## src/rtl/mem_lsu_pkg.sv

```systemverilog
// rtl/mem_lsu_pkg.sv - op codes, widths, LSU state encoding and op-class helpers
package mem_lsu_pkg;

  localparam int ALU_OP_W  = 8;
  localparam int BUS_SEL_W = 4;

  localparam logic [ALU_OP_W-1:0] NOP_OP  = 8'h00;
  localparam logic [ALU_OP_W-1:0] ADDU_OP = 8'h21;
  localparam logic [ALU_OP_W-1:0] LB_OP   = 8'he0;
  localparam logic [ALU_OP_W-1:0] LH_OP   = 8'he1;
  localparam logic [ALU_OP_W-1:0] LW_OP   = 8'he3;
  localparam logic [ALU_OP_W-1:0] LBU_OP  = 8'he4;
  localparam logic [ALU_OP_W-1:0] LHU_OP  = 8'he5;
  localparam logic [ALU_OP_W-1:0] SB_OP   = 8'he8;
  localparam logic [ALU_OP_W-1:0] SH_OP   = 8'he9;
  localparam logic [ALU_OP_W-1:0] SW_OP   = 8'heb;

  typedef enum logic [1:0] {
    LSU_IDLE = 2'd0,
    LSU_BUSY = 2'd1,
    LSU_DONE = 2'd2
  } lsu_state_e;

  function automatic logic is_load_op(input logic [ALU_OP_W-1:0] op);
    return (op == LB_OP) || (op == LBU_OP) || (op == LH_OP) ||
           (op == LHU_OP) || (op == LW_OP);
  endfunction

  function automatic logic is_store_op(input logic [ALU_OP_W-1:0] op);
    return (op == SB_OP) || (op == SH_OP) || (op == SW_OP);
  endfunction

endpackage

```

## src/rtl/lsu_lane_align.sv

```systemverilog
// rtl/lsu_lane_align.sv - big-endian byte-lane select, store replication, misalign and load extension
module lsu_lane_align
  import mem_lsu_pkg::*;
(
  input  logic [ALU_OP_W-1:0]  aluop_i,
  input  logic [1:0]           addr_lo_i,
  input  logic [31:0]          reg2_i,
  input  logic [31:0]          rdata_i,
  output logic [BUS_SEL_W-1:0] sel_o,
  output logic [31:0]          wdata_o,
  output logic                 misalign_o,
  output logic [31:0]          load_data_o
);

  logic [7:0]  w_byte;
  logic [15:0] w_half;

  // Pick the addressed byte/halfword (address 0 lives in bits 31:24) and decode lanes per op
  always_comb begin
    sel_o       = '0;
    wdata_o     = '0;
    misalign_o  = 1'b0;
    load_data_o = '0;
    w_byte      = '0;
    case (addr_lo_i)
      2'd0:    w_byte = rdata_i[31:24];
      2'd1:    w_byte = rdata_i[23:16];
      2'd2:    w_byte = rdata_i[15:8];
      default: w_byte = rdata_i[7:0];
    endcase
    w_half = addr_lo_i[1] ? rdata_i[15:0] : rdata_i[31:16];
    case (aluop_i)
      LB_OP: begin
        sel_o       = 4'b1000 >> addr_lo_i;
        load_data_o = {{24{w_byte[7]}}, w_byte};
      end
      LBU_OP: begin
        sel_o       = 4'b1000 >> addr_lo_i;
        load_data_o = {24'd0, w_byte};
      end
      LH_OP: begin
        misalign_o  = addr_lo_i[0];
        sel_o       = addr_lo_i[1] ? 4'b0011 : 4'b1100;
        load_data_o = {{16{w_half[15]}}, w_half};
      end
      LHU_OP: begin
        misalign_o  = addr_lo_i[0];
        sel_o       = addr_lo_i[1] ? 4'b0011 : 4'b1100;
        load_data_o = {16'd0, w_half};
      end
      LW_OP: begin
        misalign_o  = |addr_lo_i;
        sel_o       = 4'b1111;
        load_data_o = rdata_i;
      end
      SB_OP: begin
        sel_o   = 4'b1000 >> addr_lo_i;
        wdata_o = {4{reg2_i[7:0]}};
      end
      SH_OP: begin
        misalign_o = addr_lo_i[0];
        sel_o      = addr_lo_i[1] ? 4'b0011 : 4'b1100;
        wdata_o    = {2{reg2_i[15:0]}};
      end
      SW_OP: begin
        misalign_o = |addr_lo_i;
        sel_o      = 4'b1111;
        wdata_o    = reg2_i;
      end
      default: ;
    endcase
  end

endmodule

```

## src/rtl/mem_lsu.sv

```systemverilog
// rtl/mem_lsu.sv - MEM-stage load/store unit: one bus transaction per memory op, pipeline stall until ack
module mem_lsu
  import mem_lsu_pkg::*;
(
  input  logic                 clk,
  input  logic                 rst,
  input  logic [ALU_OP_W-1:0]  aluop_i,
  input  logic [31:0]          mem_addr_i,
  input  logic [31:0]          reg2_i,
  input  logic [4:0]           wd_i,
  input  logic                 wreg_i,
  input  logic [31:0]          wdata_i,
  output logic [4:0]           wd_o,
  output logic                 wreg_o,
  output logic [31:0]          wdata_o,
  output logic                 stall_req_o,
  output logic                 misalign_o,
  output logic                 bus_req_o,
  output logic                 bus_we_o,
  output logic [31:0]          bus_addr_o,
  output logic [BUS_SEL_W-1:0] bus_sel_o,
  output logic [31:0]          bus_wdata_o,
  input  logic [31:0]          bus_rdata_i,
  input  logic                 bus_ack_i
);

  lsu_state_e             r_state;
  lsu_state_e             w_next;
  logic [31:0]            r_load_q;
  logic                   r_bus_req;
  logic                   r_bus_we;
  logic [31:0]            r_bus_addr;
  logic [BUS_SEL_W-1:0]   r_bus_sel;
  logic [31:0]            r_bus_wdata;

  logic                   w_is_load;
  logic                   w_is_store;
  logic                   w_is_mem;
  logic                   w_misalign_raw;
  logic                   w_misalign;
  logic                   w_start;
  logic [BUS_SEL_W-1:0]   w_sel;
  logic [31:0]            w_wdata;
  logic [31:0]            w_load_data;

  assign w_is_load  = is_load_op(aluop_i);
  assign w_is_store = is_store_op(aluop_i);
  assign w_is_mem   = w_is_load | w_is_store;
  assign w_misalign = w_is_mem & w_misalign_raw;
  assign w_start    = (r_state == LSU_IDLE) & w_is_mem & ~w_misalign_raw;

  lsu_lane_align u_lane_align (
    .aluop_i     (aluop_i),
    .addr_lo_i   (mem_addr_i[1:0]),
    .reg2_i      (reg2_i),
    .rdata_i     (bus_rdata_i),
    .sel_o       (w_sel),
    .wdata_o     (w_wdata),
    .misalign_o  (w_misalign_raw),
    .load_data_o (w_load_data)
  );

  // FSM state register; reset aborts any outstanding transaction
  always_ff @(posedge clk) begin
    if (rst) r_state <= LSU_IDLE;
    else     r_state <= w_next;
  end

  // Next state: start on an aligned memory op, wait for ack, one DONE cycle for writeback
  always_comb begin
    w_next = r_state;
    case (r_state)
      LSU_IDLE: if (w_start) w_next = LSU_BUSY;
      LSU_BUSY: if (bus_ack_i) w_next = LSU_DONE;
      LSU_DONE: w_next = LSU_IDLE;
      default:  w_next = LSU_IDLE;
    endcase
  end

  // Bus request registers and load result capture; bus fields stay frozen while BUSY
  always_ff @(posedge clk) begin
    if (rst) begin
      r_bus_req   <= 1'b0;
      r_bus_we    <= 1'b0;
      r_bus_addr  <= '0;
      r_bus_sel   <= '0;
      r_bus_wdata <= '0;
      r_load_q    <= '0;
    end else if (w_start) begin
      r_bus_req   <= 1'b1;
      r_bus_we    <= w_is_store;
      r_bus_addr  <= {mem_addr_i[31:2], 2'b00};
      r_bus_sel   <= w_sel;
      r_bus_wdata <= w_wdata;
    end else if ((r_state == LSU_BUSY) && bus_ack_i) begin
      r_bus_req <= 1'b0;
      if (w_is_load) r_load_q <= w_load_data;
    end
  end

  // Writeback triple, stall and misalign; all forced low while in reset
  always_comb begin
    wd_o        = '0;
    wreg_o      = 1'b0;
    wdata_o     = '0;
    stall_req_o = 1'b0;
    misalign_o  = 1'b0;
    if (!rst) begin
      wd_o        = wd_i;
      wreg_o      = wreg_i & ~w_is_store & ~w_misalign;
      wdata_o     = ((r_state == LSU_DONE) && w_is_load) ? r_load_q : wdata_i;
      stall_req_o = w_start | (r_state == LSU_BUSY);
      misalign_o  = w_misalign;
    end
  end

  assign bus_req_o   = r_bus_req;
  assign bus_we_o    = r_bus_we;
  assign bus_addr_o  = r_bus_addr;
  assign bus_sel_o   = r_bus_sel;
  assign bus_wdata_o = r_bus_wdata;

endmodule
```

## config.mk

```make
export PLATFORM = sky130hd
export DESIGN_NAME = mem_lsu
export DESIGN_NICKNAME = d
export VERILOG_FILES = /design/src/rtl/mem_lsu_pkg.sv /design/src/rtl/lsu_lane_align.sv /design/src/rtl/mem_lsu.sv
export SDC_FILE = /design/constraint.sdc
export NUM_CORES = 1
export LEC_CHECK = 0
export ABC_AREA = 1
export CORE_MARGIN = 2
export CORE_UTILIZATION = 43
export DETAILED_ROUTE_END_ITERATION = 7
export PLACE_DENSITY = 0.85
export SLEW_MARGIN = 5
export SYNTH_ARGS = -nofsm -noshare
export SYNTH_HDL_FRONTEND = slang
export SYNTH_SLANG_ARGS = --single-unit
```

## constraint.sdc

```tcl
create_clock -name clk -period 2.07 [get_ports clk]
set_input_delay 0.3105 -clock clk [delete_from_list [all_inputs] [get_ports clk]]
set_output_delay 0.3105 -clock clk [all_outputs]
set_load 0.02 [all_outputs]
```

# Word level (Yosys, flattened, before mapping)
# Cells that the tools add are included.
dict set report op_classes {
  n_eq_ne 14
  n_shift 1
  muxes 18
  bitwise_logic 11
  reduce_logical 17
}
# op count
set op_table {}
lappend op_table {{32-bit one-hot mux with 5 select lines} 1}
lappend op_table {{32-bit one-hot mux with 3 select lines} 1}
lappend op_table {{8-bit == test, second input constant} 8}
lappend op_table {{32-bit two-way mux} 2}
lappend op_table {{8-bit one-hot mux with 3 select lines} 1}
lappend op_table {{16-bit two-way mux} 1}
lappend op_table {{4-bit one-hot mux with 3 select lines} 1}
lappend op_table {{1-bit logical OR} 6}
lappend op_table {{3-bit OR reduction} 2}
lappend op_table {{1-bit bitwise AND} 5}
lappend op_table {{1-bit two-way mux} 5}
lappend op_table {{5-bit two-way mux} 1}
lappend op_table {{2-bit by 1-bit == test with 1-bit output, second input constant} 2}
lappend op_table {{2-bit == test, second input constant} 2}
lappend op_table {{2-bit logical NOT} 2}
lappend op_table {{2-bit two-way mux} 2}
lappend op_table {{4-bit two-way mux} 1}
lappend op_table {{2-bit != test, second input constant} 2}
lappend op_table {{1-bit inverter} 4}
lappend op_table {{2-bit one-hot mux with 2 select lines} 1}
lappend op_table {{2-bit OR reduction} 2}
lappend op_table {{4-bit by 2-bit right shift with 4-bit output, first input constant} 1}
lappend op_table {{3-bit AND reduction} 1}
lappend op_table {{1-bit logical AND} 2}
lappend op_table {{4 further kinds} 5}
dict set report totals {
  regBits 102
  output_inout_bits 110
  elab_cells 68
}

# Depth between registers and ports, before layout
# Gate-level depths: netlist of run 1.
dict set report logic_depth {
  word_depth 10
  depth_mapped 12
  depth_no_buf 10
}

# Hierarchy
# Synthesis of run 1 repeated with hierarchy kept, for this count alone.
dict set report unflattened {
  hier_cells 919
  hier_area_um2 5679.2
}
# mod instances cells_each area_each_um2 seq_area_each_um2
set modules_own_cells {}
lappend modules_own_cells {mem_lsu 1 592 4219.0 2042.0}
lappend modules_own_cells {lsu_lane_align 1 327 1460.2 0.0}

# Least setup slack after synthesis of run 1
# Ideal clock, no wire load.
dict set report synth_timing {
  path_type {input -> output}
  from {in aluop_i[4]}
  to {out stall_req_o}
  arrival_time_ps 1673
  setup_slack_ps 86
  cell_stages 10
  n_path_buf 3
  path_cell_list {inv_1 -> nand2_1 -> nor2_4 -> buf_6 -> o211ai_2 -> nand2_1 -> nand3_2 -> buf_4 -> buf_6 -> a21oi_1}
}
dict set report synth_via {
  elab_chain_len 10
}
# item line
set synth_rtl {}
lappend synth_rtl {{start, declared} mem_lsu.sv:7} ;# input logic [ALU_OP_W-1:0] aluop_i,
lappend synth_rtl {{8-bit == test} mem_lsu_pkg.sv:25} ;# return (op == LB_OP) || (op == LBU_OP) || (op == LH_OP) ||
lappend synth_rtl {{1-bit logical OR (3 in series)} mem_lsu_pkg.sv:25}
lappend synth_rtl {{1-bit logical OR} mem_lsu_pkg.sv:26} ;# (op == LHU_OP) || (op == LW_OP);
lappend synth_rtl {{1-bit bitwise OR} mem_lsu.sv:48} ;# assign w_is_mem = w_is_load | w_is_store;
lappend synth_rtl {{1-bit bitwise AND} mem_lsu.sv:50} ;# assign w_start = (r_state == LSU_IDLE) & w_is_mem & ~w_misalign_raw;
lappend synth_rtl {{1-bit bitwise AND *} mem_lsu.sv:50}
lappend synth_rtl {{1-bit bitwise OR *} mem_lsu.sv:112} ;# stall_req_o = w_start | (r_state == LSU_BUSY);
lappend synth_rtl {{1-bit two-way mux *} mem_lsu.sv:108} ;# if (!rst) begin
lappend synth_rtl {{end, declared} mem_lsu.sv:16} ;# output logic stall_req_o,
# Every way passes the cells marked *; elsewhere a longest branch is shown, timed or not.

# Worst setup path in the final report of run 1
dict set report layout_timing {
  from {reg r_state[0]}
  to {out wdata_o[13]}
}
dict set report layout_via {
  elab_chain_len 4
}
# item line
set layout_rtl {}
lappend layout_rtl {{start, declared} mem_lsu.sv:27} ;# lsu_state_e r_state;
lappend layout_rtl {{start signal, assigned} mem_lsu.sv:66} ;# else r_state <= w_next;
lappend layout_rtl {{2-bit == test} mem_lsu.sv:111} ;# wdata_o = ((r_state == LSU_DONE) && w_is_load) ? r_load_q : wdata_i;
lappend layout_rtl {{1-bit logical AND} mem_lsu.sv:111}
lappend layout_rtl {{32-bit two-way mux} mem_lsu.sv:111}
lappend layout_rtl {{32-bit two-way mux} mem_lsu.sv:108}
lappend layout_rtl {{end, declared} mem_lsu.sv:15} ;# output logic [31:0] wdata_o,
# No other way between the ends.

==> summary.txt, run 1 <==
Pwr
  • Internal power: 3.45 mW
  • Lkg Pwr: 4.11 nW
  • Sw frac: 0.266
  • Switching pwr: 1.25 mW
  • Peak VDD IR: between 0.0003 and 0.0004 V
  • Part of the power in registers: 0.424
  • Cell Pwr Density: 500 nW/um^2
  • Combinational share of power: 0.180
  • Power share of the clock group: 0.396

Global routing
  • Largest net degree at the start of global routing: 64
  • GRT busiest layer: met2
  • Met3 layer usage reported by global route: 0.0625
  • Vias in the first global route: between 6000 and 7000
  • GRT Total Usage: 0.287
  • Global route overflow: 0
  • Met1 usage in global routing: 0.349
  • Antenna violations before repair: 0
  • Met2 Use GR: 0.491
  • First-pass GRT wire length: 33700 um

Timing
  • Final Hold Fails: 0
  • Count of final max-slew check failures: 0
  • Slew @ Worst Pin: 0.642 ns
  • Final hold slack: 0.465 ns
  • Slew HR: 0.572
  • Fmax: 496 MHz
  • Final setup fails: 0
  • Final TNS setup: 0 ns
  • Final WS setup: 0.0559 ns
  • Min Tclk post-route: roughly 2.0 ns
  • Worst clock skew: 0.0135 ns
  • Tcrit/Tclk final: 0.973

Drt
  • DRC violation count after routing: 0
  • Final wirelength: 21600 um
  • Post-DRT Antenna Nets: 0
  • TritonRoute pass-1 iters: 5
  • Vias post-DR: between 7000 and 8000
  • Initial DRC Count: 640
  • Via-per-instance ratio: roughly 5.2
  • WL per Instance: 15.5 um

Die
  • Die area: between 10000 and 15000 um^2
  • CORE AREA: 13300 um^2
  • I/O Pins: ~260
  • Starting Density: 0.443
  • Rows: 42
  • Die Height: 121 um
  • Die width: 121 um

Clock tree
  • CTS Buf Count: 9
  • CTS max path bufs: 2
  • Skew-Pair Late Insertion Delay: 0.36 ns
  • CTS root buf: clkbuf_16
  • CTS tree: done
  • Clock Sinks: roughly 100
  • CTS H-tree depth: 3
  • Reg clk slew, reported paths: 0.08 ns

Cells and area
  • Final nets: around 1400
  • Area Growth Syn to Fin: 58.7%
  • Final Instance Area: 9390 um^2
  • # diodes: 0
  • Final Core Density: 0.704
  • Layout cells sized above 1: 0.142

Placement
  • Post-placement cell area: 8980 um^2
  • Detailed Place HPWL: 15500 um
  • Port Buf Inserts: 252
  • GPL Wtd Cong: 0.971
  • Pre-CTS setup slack: -0.723 ns

Setup path
  • Crit Path Max Fanout: 7
  • Reg2reg start: r_state[0]
  • CP Capture Type: primary output
  • Reg2Reg Depth: 8
  • Startpoint types: register
  • Critical path required time: 1.76 ns
  • Reg2Reg Setup Slack: 0.47 ns
  • Kind of critical path: reg -> out
  • CP arrival: approximately 1.7 ns
  • Crit Reg-Reg Endpoint: r_load_q[18]

Synthesis
  • Synthesized instance count: ~930
  • Top-count cell post-synth: nor2_1
  • Mapped cell area: 5920 um^2
  • Commonest cells in the netlist: nor2_1, nand2_1, nand3_1, dfxtp_1, a21oi_1
  • Register area share after synthesis: 0.345
  • Avg Inst Size Synth: 6.34 um^2
  • EDFF count, synth: 0
  • Synth area leader: dfxtp_1
  • #FFs+latches synth: 102
  • Ys Warns: 0
  • Top cells by area, synth: dfxtp_1, nand3_1, nor2_1
  • Asr flop ratio synth: 0
  • Top_reg_cell synth: dfxtp_1
  • Top-area cell type share of the netlist area: 0.345
  • Synth cell types: 32

Flow run
  • Max Cap Viol: 0

Hold path
  • HP Start: bus_wdata_o[23]
  • Hold path endpoint: bus_wdata_o[23]
  • Hold WC Path Type: reg -> reg
  • Hold path depth: 2

Outcome
  • Status: completed
-- metal layers --
layer | vias to the layer above | wire (um)
li1 | 3595 | -
met1 | 3280 | 8750
met5 | - | 0
met3 | 38 | 1690
met4 | 0 | 624
met2 | 294 | 10500
-- worst max-delay path, cell delays in order (launching register included) --
cell     delay [ns]
dfxtp_1        0.36
nor3_4         0.24
buf_6          0.20
buf_12         0.15
o21ai_1        0.07
a21oi_1        0.15
buf_4          0.16
-- how the worst max path moves through the flow --
stage | start | to | depth (start not counted)
after floorplan | aluop_i[4] | stall_req_o | 10
after global placement | aluop_i[6] | wdata_o[26] | 9
after detailed placement | aluop_i[7] | wdata_o[11] | 9
after CTS | aluop_i[5] | wdata_o[9] | 10
after global routing | r_state[0] | wdata_o[12] | 7
final | r_state[0] | wdata_o[13] | 6
-- power by group through the flow --
stage | registers [mW] | logic, mW | clock network (mW)
3_3_place_gp | 2.04 | 0.837 | 0
3_5_place_dp | 2.04 | 0.846 | 0
6_report | 1.99 | 0.844 | 1.86
4_1_cts | 1.99 | 0.820 | 1.88
2_1_floorplan | 2.06 | 0.305 | 0
5_1_grt | 2.00 | 0.905 | 1.97
-- state kept, by name, summed over array words and instances (netlist names) --
signal and flops:
bus_addr_o 30, bus_we_o 1, r_state 2, bus_sel_o 4, r_load_q 32, bus_wdata_o 32
bus_req_o 1
-- cells in the final DEF, fill, tap and decap left out, types with 2 or more instances in the layout --
master	netlist	routed
buf_6	7	6
o21ai_4	0	3
or2_2	3	3
a21oi_1	87	85
conb_1	1	2
clkdlybuf4s50_1	0	204
o21ai_2	0	2
nor2_4	2	2
dlymetal6s2s_1	0	5
nand4_1	3	3
o22ai_1	9	9
nand3_1	124	124
buf_2	22	18
buf_12	0	10
nand3b_1	38	38
o21ai_0	71	59
clkbuf_16	0	10
clkdlybuf4s15_2	0	2
clkbuf_2	0	8
dfxtp_1	102	102
buf_16	0	3
inv_1	85	81
nand2_1	155	153
nand3_2	3	2
buf_4	5	77
a21oi_2	0	2
nor3_1	3	3
inv_8	0	3
o211ai_1	4	4
nor2_1	164	164
inv_2	3	7
nand2_2	2	4
o21ai_1	1	8
-- timing repair --
action	4_1_cts	5_1_grt
cloned	3	1
pin swaps	2	4
buffers inserted	6	1
setup endpoints to repair	76	94
resized for setup	155	63
hold buffers	0	0
-- final cells by class --
cell class              instances  area [um^2]
fillers                      1128         3950
well taps                     176          220
repair buffers                334         3210
flip-flops and latches        102         2040
clock inverters                 6         87.6
clock buffers                  10          239
multi-input cells             678         3260
inverters                      89          334
-- metrics by stage --
step | std cells | total power [mW]
after detailed placement | 1368 | 2.88
after CTS | 1393 | 4.69
after global placement | 1368 | 2.87
final | 1395 | 4.70
after global routing | 1395 | 4.87
after floorplan | 935 | 2.37
-- cells by family (layout without fill, tap and decap cells) --
family | Yosys count | in the layout | share of synthesized area
simple gates | 502 | 502 | 0.385
compound gates | 174 | 174 | 0.154
buf+inv | 155 | 439 | 0.115
flops | 102 | 102 | 0.345
other cells | 1 | 2 | 0.000634
(Power assumes the default switching activity.)
==> run 2, diff against run 1 <==
--- a/config.mk
+++ b/config.mk
@@ -8,6 +8,7 @@
 export ABC_AREA = 1
 export CORE_MARGIN = 2
 export CORE_UTILIZATION = 43
+export CTS_CLUSTER_DIAMETER = 60
 export DETAILED_ROUTE_END_ITERATION = 7
 export PLACE_DENSITY = 0.85
 export SLEW_MARGIN = 5
==> results of run 2 <==
No change in the layout: final DEF, timing and power equal those of run 1.
==> run 3, diff against run 2 <==
--- a/config.mk
+++ b/config.mk
@@ -11,6 +11,7 @@
 export CTS_CLUSTER_DIAMETER = 60
 export DETAILED_ROUTE_END_ITERATION = 7
 export PLACE_DENSITY = 0.85
+export RECOVER_POWER = 100
 export SLEW_MARGIN = 5
 export SYNTH_ARGS = -nofsm -noshare
 export SYNTH_HDL_FRONTEND = slang
==> run 3 against run 2 <==
Against the previous run: clock power is essentially flat; die area stayed put; final cell count is the same.
==> summary.txt, run 3 (synthesis gave the netlist of run 1 again) <==
Outcome
  • Status: completed

Clock tree
  • CTS H-tree depth: 3 (unchanged)
  • Reg clk slew, reported paths: 0.08 ns (about the same)
  • Clock Sinks: 102 (unchanged)
  • CTS tree: done
  • Skew-Pair Late Insertion Delay: 0.35 ns (about the same)
  • CTS max path bufs: 2 (unchanged)
  • Hold buffers post-CTS: 0 (unchanged)
  • CTS root buf: clkbuf_16
  • CTS Buf Count: 9 (unchanged)

Global routing
  • First-pass GRT wire length: 33700 um (unchanged)
  • Vias in the first global route: 6760 (unchanged)
  • Global route overflow: 0 (unchanged)
  • GRT Total Usage: 0.287 (unchanged)
  • Antenna violations before repair: 0 (unchanged)
  • Largest net degree at the start of global routing: 64 (unchanged)

Die
  • Die area: 14700 um^2 (unchanged)
  • Die Height: 121 um (unchanged)
  • I/O Pins: 255 (unchanged)
  • CORE AREA: 13300 um^2 (unchanged)
  • Die width: 121 um (unchanged)
  • Starting Density: 0.443 (unchanged)
  • Rows: 42 (unchanged)

Placement
  • Post-placement cell area: 8980 um^2 (unchanged)
  • Placed cell count: 1368 (unchanged)
  • GPL Wtd Cong: 0.971 (unchanged)
  • Port Buf Inserts: 252 (unchanged)
  • Detailed Place HPWL: 15500 um (unchanged)

Pwr
  • Combinational share of power: 0.176 (-0.004)
  • Internal power: 3.43 mW (-0.44%)
  • Total power: 4.69 mW (-0.24%)
  • Cell Pwr Density: 503 nW/um^2 (+0.55%)
  • Part of the power in registers: 0.425 (about the same)
  • Switching pwr: 1.26 mW (+0.33%)
  • Lkg Pwr: 4.25 nW (+3.4%)
  • Peak VDD IR: 0.000373 V (-0.94%)
  • Sw frac: 0.268 (+0.00152)
  • Power share of the clock group: 0.398 (+0.002)

Drt
  • DRC violation count after routing: 0 (unchanged)
  • TritonRoute pass-1 iters: 5 (unchanged)
  • Final wirelength: 21600 um (about the same)
  • WL per Instance: 15.5 um (about the same)
  • Via-per-instance ratio: 5.17 (about the same)
  • Initial DRC Count: 596 (-6.9%)
  • Vias post-DR: 7212 (+0.069%)
  • Post-DRT Antenna Nets: 0 (unchanged)

Timing
  • Final Hold Fails: 0 (unchanged)
  • Final setup fails: 0 (unchanged)
  • Tcrit/Tclk final: 0.969 (-0.00450)
  • Worst clock skew: 0.0133 ns (-0.000206 ns)
  • Slew HR: 0.572 (about the same)
  • Slew @ Worst Pin: 0.643 ns (+0.000599 ns)
  • Count of final max-slew check failures: 0 (unchanged)
  • Fmax: 499 MHz (+0.46%)
  • Min Tclk post-route: 2.00 ns (-0.00931 ns)
  • Final TNS setup: 0 ns (unchanged)

Cells and area
  • Reg area: 2040 um^2 (unchanged)
  • Most common cell after layout, fill and taps aside: nor2_1
  • Most frequent cells in the layout: nor2_1, nand2_1, clkdlybuf4s50_1, nand3_1, dfxtp_1
  • Area Growth Syn to Fin: 57.5%
  • # diodes: 0 (unchanged)
  • Final Core Density: 0.698 (-0.00553)
  • Fillers: 1147 (+1.7%)
  • Final Instance Area: 9320 um^2 (-0.79%)
  • Final nets: 1359 (unchanged)
  • Layout cells sized above 1: 0.139 (-0.00246)
  • Non-Filler Instances: 1395 (unchanged)
  • Multi-input logic area: 3250 um^2 (-0.27%)

Setup path
  • Critical path required time: 1.76 ns (about the same)
  • Crit Path Max Fanout: 7 (unchanged)
  • Kind of critical path: reg -> out
  • CP Capture Type: primary output
  • Startpoint types: register
  • CP arrival: 1.69 ns (about the same)

Flow run
  • Max Cap Viol: 0 (unchanged)

Hold path
  • Hold WC Path Type: reg -> reg
-- run 3: changes by cell type in the layout (fill, tap and decap cells not counted), moves of 2 or more --
cell             previous run  this run
dlygate4sd3_1               0        69
dlymetal6s2s_1              5         0
clkdlybuf4s50_1           204       135
buf_4                      77        73
clkbuf_1                    0         7
clkbuf_2                    8        10
-- run 3: power groups by stage --
stage / Sequential (mW) / Combinational (mW) / Clock [mW]
final: 1.99 / 0.827 / 1.87
after global routing: 1.99 / 0.888 / 1.97
after CTS: 1.99 / 0.820 / 1.88
after detailed placement: 2.04 / 0.846 / 0
after global placement: 2.04 / 0.837 / 0
after floorplan: 2.06 / 0.305 / 0
-- run 3: what timing repair did --
action	in CTS	in global routing
setup endpoints to repair	76	94
gates cloned	3	1
hold endpoints to repair	0	0
pin swaps	2	4
buffers inserted	6	1
resized for setup	155	63
-- run 3: final cells by class --
| cell class | instances | share of cell area |
|---|---|---|
| clock buffers | 10 | 0.0256 |
| repair buffers | 334 | 0.337 |
| well taps | 176 | 0.0236 |
| inverters | 89 | 0.0358 |
| clock inverters | 6 | 0.00940 |
| flip-flops and latches | 102 | 0.219 |
| multi-input cells | 678 | 0.349 |
-- run 3: worst max-delay path: stages (launching register included) --
cell and delay, ns:
dfxtp_1 0.36, nor3_4 0.23, buf_6 0.20, buf_16 0.14, buf_6 0.10, o21ai_4 0.05
a21oi_2 0.11, buf_4 0.15
-- run 3: per-stage QoR --
stage / hold WS, ns / worst slack (ns)
final: 0.462 / 0.0652
after global routing: 0.480 / -0.00337
after CTS: 0.466 / -0.0928
after detailed placement: 0.453 / -0.723
after global placement: 0.450 / -0.575
after floorplan: 0.494 / 0.0863
-- run 3: path summary, 6_finish.rpt --
path              startpoint  slack, ns         endpoint  cells after the start
min reg2reg  bus_wdata_o[16]       0.46  bus_wdata_o[16]                      2
min          bus_wdata_o[16]       0.46  bus_wdata_o[16]                      2
max               r_state[0]       0.07      wdata_o[12]                      7
max reg2reg       r_state[0]       0.48     r_load_q[18]                      8
-- run 3: routing by layer --
layer,GRT usage,share of wire
met1,0.349,0.40
met2,0.491,0.49
met3,0.0625,0.082
met4,0.114,0.029
met5,0,0
